## config.mk

```make
export PLATFORM = sky130hd
export DESIGN_NAME = rx_oper
export DESIGN_NICKNAME = d
export VERILOG_FILES = /design/src/rtl/eth_pkg.sv /design/src/rtl/rgmii_rx_capture.sv /design/src/rtl/rx_oper.sv
export SDC_FILE = /design/constraint.sdc
export NUM_CORES = 1
export LEC_CHECK = 0
export ABC_AREA = 1
export CAP_MARGIN = 20
export CORE_ASPECT_RATIO = 1.2
export CORE_MARGIN = 8
export CORE_UTILIZATION = 45
export CTS_BUF_LIST = sky130_fd_sc_hd__clkbuf_8
export CTS_CLUSTER_SIZE = 30
export DETAILED_ROUTE_END_ITERATION = 10
export GPL_TIMING_DRIVEN = 0
export PLACE_DENSITY = 0.67
export SLEW_MARGIN = 25
export SYNTH_ARGS = -nofsm -noshare
export SYNTH_HDL_FRONTEND = slang
export SYNTH_SLANG_ARGS = --single-unit
export TNS_END_PERCENT = 30
```

## constraint.sdc

```tcl
create_clock -name clk -period 1.8 [get_ports clk]
set_clock_uncertainty 0.15 [all_clocks]
set_input_delay 0.36 -clock clk [delete_from_list [all_inputs] [get_ports clk]]
set_output_delay 0.36 -clock clk [all_outputs]
set_load 0.005 [all_outputs]
```

## src/rtl/eth_pkg.sv

```systemverilog
// Ethernet constants and receive-side types shared by the RGMII rx blocks.
package eth_pkg;

  localparam logic [7:0] ETH_PREAMBLE = 8'h55;
  localparam logic [7:0] ETH_SFD      = 8'hD5;

  typedef enum logic [1:0] {
    RX_IDLE     = 2'd0,
    RX_PREAMBLE = 2'd1,
    RX_DATA     = 2'd2,
    RX_DROP     = 2'd3
  } rx_state_e;

  typedef struct packed {
    logic       dv;
    logic       er;
    logic [7:0] data;
  } rx_cap_t;

endpackage

```

## src/rtl/rgmii_rx_capture.sv

```systemverilog
// RGMII DDR input capture: per-pin rise/fall sampling, realigned to the rising
// edge (same-edge-pipelined), then one capture register producing dv/er/byte.
module rgmii_rx_capture
  import eth_pkg::*;
#(
  parameter int USE_IDDR = 1
) (
  input  logic       clk,
  input  logic       rst_n,
  input  logic       rx_ctl_i,
  input  logic [3:0] rxd_i,
  output rx_cap_t    cap_o
);

  logic [4:0] pin;
  logic [4:0] rise_n, fall_n;
  logic [4:0] rise_q, fall_q;
  rx_cap_t    cap_q;

  assign pin = {rx_ctl_i, rxd_i};

  for (genvar b = 0; b < 5; b++) begin : g_bit
    if (USE_IDDR != 0) begin : g_iob
      // First-stage flops pinned into the input tile so they map onto the IDDR site.
      (* IOB = "TRUE" *) logic r_q;
      (* IOB = "TRUE" *) logic f_q;
      always_ff @(posedge clk or negedge rst_n)
        if (!rst_n) r_q <= 1'b0;
        else        r_q <= pin[b];
      always_ff @(negedge clk or negedge rst_n)
        if (!rst_n) f_q <= 1'b0;
        else        f_q <= pin[b];
      assign rise_n[b] = r_q;
      assign fall_n[b] = f_q;
    end else begin : g_beh
      logic r_q, f_q;
      always_ff @(posedge clk or negedge rst_n)
        if (!rst_n) r_q <= 1'b0;
        else        r_q <= pin[b];
      always_ff @(negedge clk or negedge rst_n)
        if (!rst_n) f_q <= 1'b0;
        else        f_q <= pin[b];
      assign rise_n[b] = r_q;
      assign fall_n[b] = f_q;
    end
  end

  always_ff @(posedge clk or negedge rst_n) begin
    if (!rst_n) begin
      rise_q <= '0;
      fall_q <= '0;
      cap_q  <= '0;
    end else begin
      rise_q     <= rise_n;
      fall_q     <= fall_n;
      cap_q.dv   <= rise_q[4];
      cap_q.er   <= rise_q[4] ^ fall_q[4];
      cap_q.data <= {fall_q[3:0], rise_q[3:0]};
    end
  end

  assign cap_o = cap_q;

endmodule

```

## src/rtl/rx_oper.sv

```systemverilog
// RGMII receive operator: strips preamble/SFD and streams frame bytes with
// tlast/tuser, one byte held back so the last beat is known when dv drops.
module rx_oper
  import eth_pkg::*;
#(
  parameter int USE_IDDR  = 1,
  parameter int MIN_FRAME = 64,
  parameter int MAX_FRAME = 1518
) (
  input  logic       clk,
  input  logic       rst_n,
  input  logic       rx_ctl,
  input  logic [3:0] rxd,
  output logic       m_tvalid,
  output logic [7:0] m_tdata,
  output logic       m_tlast,
  output logic       m_tuser
);

  localparam int CW = $clog2(MAX_FRAME + 1);

  rx_cap_t        cap;
  rx_state_e      state_q;
  logic [CW-1:0]  cnt_q;
  logic           err_q;
  logic [7:0]     hold_q;
  logic           tvalid_q, tlast_q, tuser_q;
  logic [7:0]     tdata_q;

  rgmii_rx_capture #(.USE_IDDR(USE_IDDR)) u_cap (
    .clk      (clk),
    .rst_n    (rst_n),
    .rx_ctl_i (rx_ctl),
    .rxd_i    (rxd),
    .cap_o    (cap)
  );

  always_ff @(posedge clk or negedge rst_n) begin
    if (!rst_n) begin
      state_q  <= RX_IDLE;
      cnt_q    <= '0;
      err_q    <= 1'b0;
      hold_q   <= '0;
      tvalid_q <= 1'b0;
      tdata_q  <= '0;
      tlast_q  <= 1'b0;
      tuser_q  <= 1'b0;
    end else begin
      tvalid_q <= 1'b0;
      tlast_q  <= 1'b0;
      tuser_q  <= 1'b0;
      case (state_q)
        RX_IDLE, RX_PREAMBLE: begin
          if (!cap.dv)
            state_q <= RX_IDLE;
          else if (state_q == RX_PREAMBLE && cap.er)
            state_q <= RX_DROP;
          else if (cap.data == ETH_SFD) begin
            state_q <= RX_DATA;
            cnt_q   <= '0;
            err_q   <= 1'b0;
          end else if (cap.data == ETH_PREAMBLE)
            state_q <= RX_PREAMBLE;
          else
            state_q <= RX_DROP;
        end
        RX_DATA: begin
          if (cap.dv) begin
            if (cnt_q == CW'(MAX_FRAME)) begin
              // Oversize: close the frame on the byte already held, discard the rest.
              tvalid_q <= 1'b1;
              tdata_q  <= hold_q;
              tlast_q  <= 1'b1;
              tuser_q  <= 1'b1;
              state_q  <= RX_DROP;
            end else begin
              if (cnt_q != '0) begin
                tvalid_q <= 1'b1;
                tdata_q  <= hold_q;
              end
              hold_q <= cap.data;
              cnt_q  <= cnt_q + CW'(1);
              err_q  <= err_q | cap.er;
            end
          end else begin
            state_q <= RX_IDLE;
            if (cnt_q != '0) begin
              tvalid_q <= 1'b1;
              tdata_q  <= hold_q;
              tlast_q  <= 1'b1;
              tuser_q  <= err_q | (cnt_q < CW'(MIN_FRAME));
            end
          end
        end
        RX_DROP: if (!cap.dv) state_q <= RX_IDLE;
        default: state_q <= RX_IDLE;
      endcase
    end
  end

  assign m_tvalid = tvalid_q;
  assign m_tdata  = tdata_q;
  assign m_tlast  = tlast_q;
  assign m_tuser  = tuser_q;

endmodule
```

[After elaboration in Yosys (flattened, before gate mapping)]
Cells that the tools add are included.
Operators by class
  multiplexer cells: 33
  shift operators: 0
  multipliers: 0
  bitwise operators: 4
  div/mod/pow operators: 0
  eq/ne operators: 13
  $add $sub $neg: 1
  reductions and logical operators: 8
  magnitude comparators: 1
Operators with widths (count)
  11-bit 2-to-1 mux: 5
  8-bit 2-to-1 mux: 3
  11-bit one-hot mux with 2 select lines: 1
  1-bit 2-to-1 mux: 15
  2-bit 2-to-1 mux: 7
  11-bit by 1-bit adder with 11-bit output, second input constant: 1
  11-bit equality test, second input constant: 1
  11-bit by 7-bit < comparator with 1-bit output, second input constant: 1
  11-bit nonzero test: 1
  8-bit by 7-bit equality test with 1-bit output, second input constant: 1
  8-bit equality test, second input constant: 1
  2-bit != test, second input constant: 4
  2-bit one-hot mux with 3 select lines: 1
  6-bit AND reduction: 1
  2-bit equality test, second input constant: 2
  2-bit by 1-bit != test with 1-bit output, second input constant: 2
  3-bit != test, second input constant: 1
  3-bit AND reduction: 1
  2-bit by 1-bit equality test with 1-bit output, second input constant: 1
  2-bit zero test: 1
  1-bit bitwise OR: 2
  1-bit one-hot mux with 2 select lines: 1
  2-bit AND reduction: 1
  2-bit nonzero test: 1
  4 further kinds: 4
Word-level totals
  memories kept: 0
  input bits: 7
  memory bits (writable): 0
  bits in latches: 0
  register bits: 63
  ROM bits: 0

[Logic depth before layout (Yosys ltp)]
Gate-level depths: netlist (run 1).
  depth after elaboration: 6
  gate-level depth with buffers: 11
  mapped depth without buffers: 9

[By module]
Synthesis (run 1) repeated with hierarchy kept, for this count alone.
Second synthesis, totals
  cell total of the unflattened synthesis: 277
  area total of the unflattened synthesis: 2581.2 um2
By module, submodules not included
  rx_oper: area each 1811.7 um2, cells an instance 242, instances 1
  rgmii_rx_capture: area each 769.5 um2, cells an instance 35, instances 1

==> summary.md, run 1 <==
| Metric | Value |
|---|---|
| Top post-synthesis cells by area | sky130_fd_sc_hd__dfrtp_1 57%, sky130_fd_sc_hd__nand2_1 12%, sky130_fd_sc_hd__nand3_1 5.3%, sky130_fd_sc_hd__dfrtn_1 4.9%, sky130_fd_sc_hd__nor2_1 3.5% |
| Number of sinks driven by the clock tree | 63 |
| CTS tree | built |
| Number of DRC markers after the initial detailed-route iteration | 117 |
| Worst stage delay on the critical path | 0.39 ns |
| Vias per std cell | 4.99 |
| Reported leakage power | 1.54 nW |
| Post-Synthesis Cells | 266 |
| Count of port buffers added during placement | 17 |
| Core region area | 0.00556 sq mm |
| Critical path, cell by cell | clkbuf_8 > inv_2 > ha_1 > nand2_2 > nor3_4 > nand3_4 > nand2_8 > clkbuf_16 > nand2_1 > nand2_1 |
| Sequential-to-total area share from yosys stat | 61.7% |
| Final critical path time including I/O delays and setup | 1.72 ns |
| Register area | 0.00158 sq mm |
| Slowest stage cell, crit path | sky130_fd_sc_hd__dfrtp_1 |
| Post-synth top area share | 56.8% |
| Capturing element type of the critical path | flip-flop |
| Hold depth | 0 |
| Post-synth cell types | 25 |
| Die Wd | 84.8 um |
| Start of the worst register-to-register path | cnt_q[0] |
| Flops & latches, synth | 63 |
| Count of filler cells inserted in the layout | 484 |
| Data required time of the critical path | 1.92 ns |
| Leading post-synthesis cells by instance count | 84 x sky130_fd_sc_hd__nand2_1, 58 x sky130_fd_sc_hd__dfrtp_1, 27 x sky130_fd_sc_hd__nand3_1, 24 x sky130_fd_sc_hd__nor2_1, 21 x sky130_fd_sc_hd__inv_1 |
| Post-DP HPWL | 3.22 mm |
| Peak ir drop on the vdd network | 553 uV |
| Count of synthesis-stage warnings from yosys | 0 |
| Min-Delay Path Class | flip-flop to flip-flop |
| # diodes | 0 |
| Most used flip-flop cell after synthesis | sky130_fd_sc_hd__dfrtp_1 |
| Insertion delay of the later-clocked pin in the worst-skew pair | 0.33 ns |
| Height of the die | 98.6 um |
| Most common cell in the synthesized netlist | sky130_fd_sc_hd__nand2_1 |
| Antenna violations before repair | 0 |
| Actual transition at the worst max-transition pin | 0.424 ns |
| Max-capacitance violation count | 0 |
| Die Outline Area | 0.00836 sq mm |
| I/O pin count | 18 |
| Fraction of registers with async set/reset | 100% |
| Capture point of the worst reg-to-reg path | hold_q[2] |
| Sum of negative setup slack | 0 ns |
| Final slew viol count | 0 |
| Data arrival time of the critical path | 1.84 ns |
| Run status | finished clean |
| CP Launch Type | flip-flop |
| Post-Syn Nets | 276 |
| Clock root buffer | sky130_fd_sc_hd__clkbuf_8 |
| Total number of vias | 1,852 |
| Number of global-route vias before repair | 1,905 |
| Avg Cell Area, Syn | 9.61 sq um |
| First-pass GRT wire length | 8.65 mm |
| Hold slack final | 0.199 ns |
| Multi-input gate area | 876 sq um |
| Total global routing track utilization | 13.3% |
| Setup CP Type | flip-flop to flip-flop |
| Post-route total power | 0.00333 W |
| Worst Reg-to-Reg Cells | 10 |
| Total number of H-tree levels | 3 |
| Max FO, Critical Path | 7 |
| Number of enable flip-flop cells after synthesis | 0 |
| Slew margin rel. | 71.7% |
| Top cell by count, worst path | sky130_fd_sc_hd__nand2_1 |
| Syn-to-layout area delta | 24.3% |
| Number of DRC violations after detailed routing | 0 |
| Standard-cell rows | 30 |
| CTS clk-pin slew, worst paths | 0.07 ns |
| GRT Residual Overflow | 0 |
| Number of nets with antenna violations after routing | 0 |
| Fraction of the cycle the final worst path needs | 95.8% |
| Final weighted congestion in routability-driven placement | 0.868 |
| Post-synthesis cell area | 0.00256 sq mm |
| Count of TritonRoute iterations in the first routing pass | 4 |
| Maximum operating frequency | 580 MHz |
| Number of endpoints failing setup at the final stage | 0 |
| Pwr per Cell Area | 1050 mW/mm^2 |
| Hold Crit Start | u_cap.fall_q[1] |
| Hold Path End | u_cap.cap_o[5] |
| Number of nets in the final layout | 312 |
| Initial standard-cell utilization of the core | 46.0% |
| Largest net degree at the start of global routing | 33 |
| CTS max path bufs | 2 |
| Final routed wirelength across all metal layers | 4.95 mm |
| Worst reg2reg setup slack | 0.08 ns |
| Endpoints failing hold | 0 |
| Average wire length per cell after detail routing | 13.4 um |
| Top cell type by total area after synthesis | sky130_fd_sc_hd__dfrtp_1 |
| RSZ-0062 raised after global routing | true |
| TritonCTS Buffers | 9 |
| Share of layout cells above drive strength 1 | 14.0% |
==> sequential cells by signal (all words and copies together) (netlist names) <==
| signal | cells |
|---|---|
| hold_q | 8 |
| m_tvalid | 1 |
| u_cap.rise_q | 5 |
| state_q | 2 |
| err_q | 1 |
| u_cap.g_bit.g_iob.r_q | 5 |
| u_cap.cap_o | 10 |
| u_cap.g_bit.g_iob.f_q | 5 |
| u_cap.fall_q | 5 |
| cnt_q | 11 |
| m_tdata | 8 |
| m_tlast | 1 |
| m_tuser | 1 |
==> cells by family after synthesis <==
kind of cell,synth area share (%)
flops,61.7
compound gates,2.35
simple gates,27.9
xor+xnor,1.03
fa+ha+maj,1.47
buf+inv,5.53
==> cells in the final DEF, fill, tap and decap left out, types with 3 or more instances in the layout <==
master / instances
sky130_fd_sc_hd__dfrtp_1: 58
sky130_fd_sc_hd__clkdlybuf4s50_1: 16
sky130_fd_sc_hd__nand2_1: 83
sky130_fd_sc_hd__o21ai_1: 4
sky130_fd_sc_hd__o21ai_0: 8
sky130_fd_sc_hd__buf_4: 5
sky130_fd_sc_hd__nor2_1: 24
sky130_fd_sc_hd__nand4_1: 7
sky130_fd_sc_hd__dfrtn_1: 5
sky130_fd_sc_hd__clkbuf_8: 10
sky130_fd_sc_hd__nand3_1: 26
sky130_fd_sc_hd__inv_1: 22
sky130_fd_sc_hd__buf_2: 3
==> area by class of cell <==
class	count	share of cell area, %
inverters	22	2.60
well taps	64	2.52
flip-flops and latches	63	49.6
multi-input cells	172	27.6
plain buffers	7	1.97
repair buffers	27	9.73
clock inverters	7	2.09
clock buffers	9	3.90
==> report_power, final <==
group | internal [W] | switching (W)
Combinational | 0.000274 | 0.000232
Clock | 0.000628 | 0.000535
Sequential | 0.00158 | 0.0000774
Total | 0.00248 | 0.000845
==> repair_timing <==
item | 4_1_cts | 5_1_grt
pin swaps | 2 | 3
buffers inserted | 5 | 0
cloned | 0 | 2
gates resized for setup | 6 | 11
hold buffers | 2 | 0
setup endpoints to repair | 32 | 27
hold endpoints to repair | 26 | 0
==> worst max path at each step <==
stage | start | endpoint | cells past startpoint
4_1_cts | cnt_q[1] | cnt_q[6] | 10
5_1_grt | cnt_q[0] | cnt_q[2] | 10
6_report | cnt_q[0] | hold_q[2] | 10
3_5_place_dp | cnt_q[0] | m_tuser | 8
3_3_place_gp | rst_n | u_cap.g_bit[4].g_iob.f_q | 1
2_1_floorplan | cnt_q[0] | cnt_q[0] | 11
==> worst max-delay path: cells and delay by family, from the launching register on <==
family	cells	cell delay (ns)
simple gates	6	0.62
flops	1	0.39
buf+inv	3	0.35
fa+ha+maj	1	0.16
==> routing by layer <==
metal / up-vias / GRT usage (%) / wire length (um)
met2: 35 / 22.0 / 2670
li1: 912 / - / -
met3: 5 / 4.00 / 205
met1: 900 / 14.9 / 2020
met5: - / 0 / 0
met4: 0 / 7.14 / 53
==> per-stage QoR <==
step / util [%] / worst slack, ns / cell area (sq um) / instances
floorplan: - / 0.0252 / 2560 / 266
global placement: 50.5 / -2.47 / 2810 / 347
detailed placement: 50.8 / -0.350 / 2820 / 348
CTS: 55.7 / 0.00959 / 3090 / 370
global route: 57.2 / -0.0271 / 3180 / 371
finish: 57.2 / 0.0764 / 3180 / 371
Note: power is estimated with default switching activity, not from simulation.
==> run 2: changes to the inputs <==
- CORE_MARGIN: 8 -> default
==> run 2 against run 1 <==
Clock-buffer cell count increased by 1. Clock power shrank 6%. Critical path depth decreased by 7. Flip-flop and latch count is the same. Total power fell by 2.1%. First-iteration DRC count did not move. Cell count shrank 0.81%. Critical path type is now input port to async pin. Register-to-register slack worse by 0.02 ns.
==> summary.md, run 2 (synthesized netlist as in run 1, its figures left out) <==
| Metric | Value |
|---|---|
| Syn-to-layout area delta | 22.6% |
| Capturing element type of the critical path | async pin |
| Clock root buffer | sky130_fd_sc_hd__clkbuf_8 |
| Setup CP Type | input port to async pin |
| CP Launch Type | input port |
| CTS max path bufs | 2 (unchanged) |
| Height of the die | 84.6 um (-14%) |
| Final routed wirelength across all metal layers | 4.84 mm (-2.4%) |
| I/O pin count | 18 (unchanged) |
| Number of global-route vias before repair | 1,915 (+0.52%) |
| Average wire length per cell after detail routing | 13.1 um (-1.6%) |
| Total global routing track utilization | 18.6% (+5.3 points) |
| GRT Residual Overflow | 0 (unchanged) |
| Maximum operating frequency | 575 MHz (-0.90%) |
| CTS clk-pin slew, worst paths | 0.07 ns (about the same) |
| Insertion delay of the later-clocked pin in the worst-skew pair | 0.33 ns (about the same) |
| Final weighted congestion in routability-driven placement | 0.811 (-6.5%) |
| Worst Reg-to-Reg Cells | 10 (unchanged) |
| Number of nets with antenna violations after routing | 0 (unchanged) |
| RSZ-0062 raised after global routing | true |
| Start of the worst register-to-register path | cnt_q[0] |
| Final critical path time including I/O delays and setup | 1.74 ns (+0.0156 ns) |
| Number of sinks driven by the clock tree | 63 (unchanged) |
| Antenna violations before repair | 0 (unchanged) |
| Crit. Startpoint | rst_n |
| Slew margin rel. | 72.6% (+0.89 points) |
| Pwr per Cell Area | 1040 mW/mm^2 (-0.74%) |
| Count of filler cells inserted in the layout | 447 (-7.6%) |
| Die Wd | 70.8 um (-17%) |
| CTS tree | built |
| Register ranked first by flip-flop count | cnt_q |
| Largest net degree at the start of global routing | 36 (+9.1%) |
| Final slew viol count | 0 (unchanged) |
| Worst reg2reg setup slack | 0.06 ns (-0.02 ns) |
| Final Worst Setup Slack | 0.0608 ns (-0.0156 ns) |
| Endpoints failing hold | 0 (unchanged) |
| Post-DP HPWL | 3.08 mm (-4.3%) |
| Hold depth | 0 (unchanged) |
| Vias per std cell | 5.01 (+0.38%) |
| Total number of vias | 1,844 (-0.43%) |
| Fraction of the cycle the final worst path needs | 96.6% (+0.87 points) |
| Actual transition at the worst max-transition pin | 0.410 ns (-0.0149 ns) |
| Peak ir drop on the vdd network | 924 uV (+67%) |
| Total number of H-tree levels | 3 (unchanged) |
| Initial standard-cell utilization of the core | 47.6% (+1.6 points) |
| Count of TritonRoute iterations in the first routing pass | 4 (unchanged) |
| Number of flip-flops under the largest register name | 11 (unchanged) |
| Run status | finished clean |
| First-pass GRT wire length | 8.39 mm (-2.9%) |
| Hold Crit Start | u_cap.rise_q[2] |
| Hold Path End | u_cap.cap_o[2] |
| Number of endpoints failing setup at the final stage | 0 (unchanged) |
| # diodes | 0 (unchanged) |
| Core region area | 0.00537 sq mm (-3.3%) |
| Capture point of the worst reg-to-reg path | err_q |
| Share of layout cells above drive strength 1 | 15.7% (+1.7 points) |
| Post-route total power | 0.00326 W (-2.1%) |
| TritonCTS Buffers | 9 (unchanged) |
| Number of DRC markers after the initial detailed-route iteration | 117 (unchanged) |
| Commonest cells after routing, fill and taps aside | 81 x sky130_fd_sc_hd__nand2_1, 58 x sky130_fd_sc_hd__dfrtp_1, 26 x sky130_fd_sc_hd__nand3_1 |
| Count of port buffers added during placement | 17 (unchanged) |
| Standard-cell rows | 29 (-3.3%) |
| Reported leakage power | 1.50 nW (-2.3%) |
| Die Outline Area | 0.00599 sq mm (-28%) |
| Data required time of the critical path | 1.34 ns (-0.58 ns) |
| Max-capacitance violation count | 0 (unchanged) |
| Number of DRC violations after detailed routing | 0 (unchanged) |
| Leading cell type in the layout, fill and taps excluded | sky130_fd_sc_hd__nand2_1 |
| Setup slack after placement | -0.419 ns (-0.0686 ns) |
| Max FO, Critical Path | 35 (+28) |
| Number of nets in the final layout | 311 (-0.32%) |
| Data arrival time of the critical path | 1.28 ns (-0.56 ns) |
| Min-Delay Path Class | flip-flop to flip-flop |
-- run 2: cell type report --
| class | count | area [sq um] | area share (%) |
|---|---|---|---|
| inverter | 22 | 82.6 | 2.64 |
| timing repair buffer | 26 | 278 | 8.87 |
| tap | 62 | 77.6 | 2.48 |
| clock buffer | 10 | 138 | 4.39 |
| buffer | 7 | 58.8 | 1.88 |
| multi-input combinational | 172 | 877 | 28.0 |
| sequential | 63 | 1580 | 50.3 |
| clock inverter | 6 | 45.0 | 1.44 |
-- run 2: through the flow --
step           hold slack [ns]  TNS [ns]  instance area, sq um  util [%]  instances
2_1_floorplan          -0.0856         0                  2560         -        266
3_3_place_gp             0.181   -119.15                  2800      52.2        345
3_5_place_dp             0.160     -8.55                  2820      52.5        346
4_1_cts                  0.201         0                  3090      57.5        368
5_1_grt                  0.206    -0.156                  3130      58.3        368
6_report                 0.199         0                  3130      58.3        368
-- run 2: layer usage --
| metal | share of wire, % | vias to the layer above | track usage (%) |
|---|---|---|---|
| li1 | - | 912 | - |
| met1 | 42 | 892 | 20.0 |
| met2 | 51 | 29 | 31.8 |
| met3 | 4.1 | 11 | 6.60 |
| met4 | 3.1 | 0 | 10.0 |
| met5 | 0 | - | 0 |
-- run 2: worst max-delay path, cell delays in order --
cell and delay (ns):
sky130_fd_sc_hd__dlygate4sd3_1 0.54, sky130_fd_sc_hd__buf_6 0.16, sky130_fd_sc_hd__buf_16 0.20
-- run 2: repair_timing --
item	in CTS	in global routing
hold buffers	2	0
setup buffers	5	1
gates resized for setup	7	13
gates cloned	0	0
pin swaps	2	3
endpoints found under the setup margin	32	26
hold endpoints to repair	27	0
-- run 2: worst max-delay path by stage --
stage          depth (start not counted)  slack, ns                        to
6_report                               3       0.06  u_cap.g_bit[2].g_iob.f_q
3_5_place_dp                           8      -0.42                   m_tuser
3_3_place_gp                           1      -2.50  u_cap.g_bit[0].g_iob.f_q
4_1_cts                               10      0.007                   m_tuser
5_1_grt                               10      -0.03                  cnt_q[2]
2_1_floorplan                         11       0.03                  cnt_q[0]
-- run 2: power breakdown --
| group | leakage (nW) | total (W) | switching [W] | internal, W |
|---|---|---|---|---|
| Clock | 0.0849 | 0.00109 | 0.000554 | 0.000540 |
| Sequential | 0.784 | 0.00167 | 0.0000853 | 0.00158 |
| Combinational | 0.631 | 0.000498 | 0.000229 | 0.000269 |
| Total | 1.50 | 0.00326 | 0.000868 | 0.00239 |
==> run 3: changes to the inputs <==
- CORE_ASPECT_RATIO: 1.2 -> 1.5
- GPL_ROUTABILITY_DRIVEN: default -> 0
==> run 3 against run 2 <==
Final area is 6.2% higher. Routed wire length is 6.2% higher. Critical path depth is 8 higher. Fmax is 2.0% lower. Worst hold slack worse by 0.00082 ns. Utilization is 2.7 points higher. Combinational power is 11% higher.
==> summary.md, run 3 (synthesized netlist as in run 1, its figures left out) <==
| Metric | Value |
|---|---|
| Run status | finished clean |
| # diodes | 0 (unchanged) |
| Register ranked first by flip-flop count | cnt_q |
| Capturing element type of the critical path | flip-flop |
| Final slew viol count | 0 (unchanged) |
| Antenna violations before repair | 0 (unchanged) |
| Standard-cell rows | 33 (+14%) |
| Post-route cell area | 0.00333 sq mm (+6.2%) |
| Final Worst Setup Slack | 0.0251 ns (-0.0357 ns) |
| Hold Crit Start | u_cap.rise_q[3] |
| Total number of H-tree levels | 3 (unchanged) |
| CP Launch Type | flip-flop |
| Number of endpoints failing setup at the final stage | 0 (unchanged) |
| Hold depth | 0 (unchanged) |
| Worst reg2reg setup slack | 0.03 ns (-0.04 ns) |
| Setup slack after placement | -0.323 ns (+0.0952 ns) |
| Actual transition at the worst max-transition pin | 0.845 ns (+0.435 ns) |
| Start of the worst register-to-register path | cnt_q[0] |
| Post-DP HPWL | 3.07 mm (about the same) |
| Endpoints failing hold | 0 (unchanged) |
| Total number of vias | 1,898 (+2.9%) |
| Fraction of the cycle the final worst path needs | 98.6% (+2.0 points) |
| Core region area | 0.00545 sq mm (+1.5%) |
| Number of sinks driven by the clock tree | 63 (unchanged) |
| Insertion delay of the later-clocked pin in the worst-skew pair | 0.33 ns (about the same) |
| Share of layout cells above drive strength 1 | 17.6% (+1.9 points) |
| GRT Residual Overflow | 0 (unchanged) |
| Count of filler cells inserted in the layout | 469 (+4.9%) |
| Data required time of the critical path | 1.87 ns (+0.53 ns) |
| Number of nets in the final layout | 317 (+1.9%) |
| Largest net degree at the start of global routing | 46 (+28%) |
| Reported leakage power | 1.61 nW (+7.3%) |
| Die Wd | 63.5 um (-10%) |
| I/O pin count | 18 (unchanged) |
| Count of TritonRoute iterations in the first routing pass | 4 (unchanged) |
| Multi-input gate area | 928 sq um (+5.8%) |
| RSZ-0062 raised after global routing | true |
| Instance area at placement | 0.00283 sq mm (+0.35%) |
| Peak ir drop on the vdd network | 959 uV (+3.8%) |
| Count of port buffers added during placement | 17 (unchanged) |
| Pwr per Cell Area | 1100 mW/mm^2 (+5.5%) |
| Slew margin rel. | 43.5% (-29 points) |
| Min-Delay Path Class | flip-flop to flip-flop |
| Max FO, Critical Path | 5 (-86%) |
| Number of nets with antenna violations after routing | 0 (unchanged) |
| Final routed wirelength across all metal layers | 5.13 mm (+6.2%) |
| TritonCTS Buffers | 9 (unchanged) |
| Final critical path time including I/O delays and setup | 1.77 ns (+0.0357 ns) |
| Maximum operating frequency | 563 MHz (-2.0%) |
| Syn-to-layout area delta | 30.2% |
| Capture point of the worst reg-to-reg path | cnt_q[3] |
| Number of DRC markers after the initial detailed-route iteration | 76 (-35%) |
| Die Outline Area | 0.00599 sq mm (about the same) |
| Number of flip-flops under the largest register name | 11 (unchanged) |
| Max-capacitance violation count | 0 (unchanged) |
| Total global routing track utilization | 18.4% (-0.19 points) |
| CTS clk-pin slew, worst paths | 0.07 ns (about the same) |
| Hold Path End | u_cap.cap_o[3] |
| Height of the die | 94.3 um (+12%) |
| CTS tree | built |
| Number of DRC violations after detailed routing | 0 (unchanged) |
| Number of global-route vias before repair | 1,879 (-1.9%) |
| Worst Reg-to-Reg Cells | 11 (+1) |
| Clock root buffer | sky130_fd_sc_hd__clkbuf_8 |
| Setup CP Type | flip-flop to flip-flop |
| Register area | 0.00158 sq mm (unchanged) |
| Data arrival time of the critical path | 1.85 ns (+0.57 ns) |
| Vias per std cell | 4.97 (-0.84%) |
| Leading cell type in the layout, fill and taps excluded | sky130_fd_sc_hd__nand2_1 |
| Commonest cells after routing, fill and taps aside | 77 x sky130_fd_sc_hd__nand2_1, 58 x sky130_fd_sc_hd__dfrtp_1, 26 x sky130_fd_sc_hd__nand3_1 |
| Initial standard-cell utilization of the core | 46.9% (-0.70 points) |
| First-pass GRT wire length | 8.22 mm (-2.1%) |
| Average wire length per cell after detail routing | 13.4 um (+2.3%) |
| CTS max path bufs | 2 (unchanged) |
[run 3: cell types whose count changed in the layout (fill, tap and decap cells not counted), moves of 2 or more]
cell	previous run	this run
sky130_fd_sc_hd__ha_4	0	2
sky130_fd_sc_hd__dlygate4sd3_1	1	3
sky130_fd_sc_hd__buf_4	5	8
sky130_fd_sc_hd__clkinvlp_4	3	1
sky130_fd_sc_hd__nand2_1	81	77
sky130_fd_sc_hd__ha_2	2	0
sky130_fd_sc_hd__inv_1	20	22
sky130_fd_sc_hd__nand2_2	3	5
sky130_fd_sc_hd__clkbuf_16	0	2
sky130_fd_sc_hd__bufinv_16	0	3
[run 3: worst max path at each step]
stage / start / endpoint / slack, ns / cells after the start
after global routing: cnt_q[0] / cnt_q[3] / -0.04 / 11
after floorplan: cnt_q[0] / cnt_q[0] / 0.03 / 11
after global placement: rst_n / u_cap.g_bit[4].g_iob.f_q / -2.48 / 1
after detailed placement: cnt_q[0] / m_tuser / -0.32 / 8
after CTS: cnt_q[0] / cnt_q[7] / -0.04 / 11
final: cnt_q[0] / cnt_q[3] / 0.03 / 11
[run 3: routing by layer]
layer / vias to the layer above / part of all wire [%] / global-route usage, %
met5: - / 0 / 0
met4: 0 / 2.9 / 11.9
met3: 11 / 2.2 / 3.40
met2: 40 / 54 / 32.6
met1: 921 / 41 / 19.9
li1: 926 / - / -
[run 3: where the power goes]
part	leakage, nW	total (W)	switching [W]	internal (W)
Clock	0.122	0.00144	0.000523	0.000912
Sequential	0.784	0.00166	0.0000821	0.00158
Combinational	0.704	0.000552	0.000250	0.000301
[run 3: area by class of cell]
class,count,share of cell area [%]
sequential,63,47.4
multi-input combinational,172,27.9
timing repair buffer,31,10.2
clock buffer,9,3.72
clock inverter,7,3.42
inverter,22,2.63
tap,70,2.63
buffer,8,2.11
[run 3: metrics by stage]
step	setup TNS, ns	hold WS (ns)	power (W)	std cells	utilization, %
6_report	0	0.198	0.00365	382	61.1
5_1_grt	-0.393	0.202	0.00381	382	61.1
4_1_cts	-0.267	0.197	0.00362	377	57.9
3_5_place_dp	-7.21	0.107	0.00214	354	52.0
3_3_place_gp	-117.21	0.181	0.00212	353	51.6
2_1_floorplan	0	-0.0856	0.00186	266	-
[run 3: what timing repair did]
item / 4_1_cts / 5_1_grt
gates resized for setup: 7 / 23
hold buffers: 2 / 2
buffers inserted: 5 / 3
gates cloned: 0 / 2
pin swaps: 3 / 3
setup endpoints to repair: 32 / 36
endpoints found under the hold margin: 18 / 40
[run 3: critical path, stage by stage, from the launching register on]
cell and delay, ns:
sky130_fd_sc_hd__dfrtp_1 0.39, sky130_fd_sc_hd__clkbuf_8 0.15, sky130_fd_sc_hd__inv_6 0.05, sky130_fd_sc_hd__ha_4 0.13
sky130_fd_sc_hd__nand2_4 0.05, sky130_fd_sc_hd__nor3_4 0.15, sky130_fd_sc_hd__nand3_4 0.14, sky130_fd_sc_hd__nand2_8 0.12
sky130_fd_sc_hd__nand2_8 0.07, sky130_fd_sc_hd__clkbuf_16 0.16, sky130_fd_sc_hd__nand2_1 0.05, sky130_fd_sc_hd__nand2_1 0.04
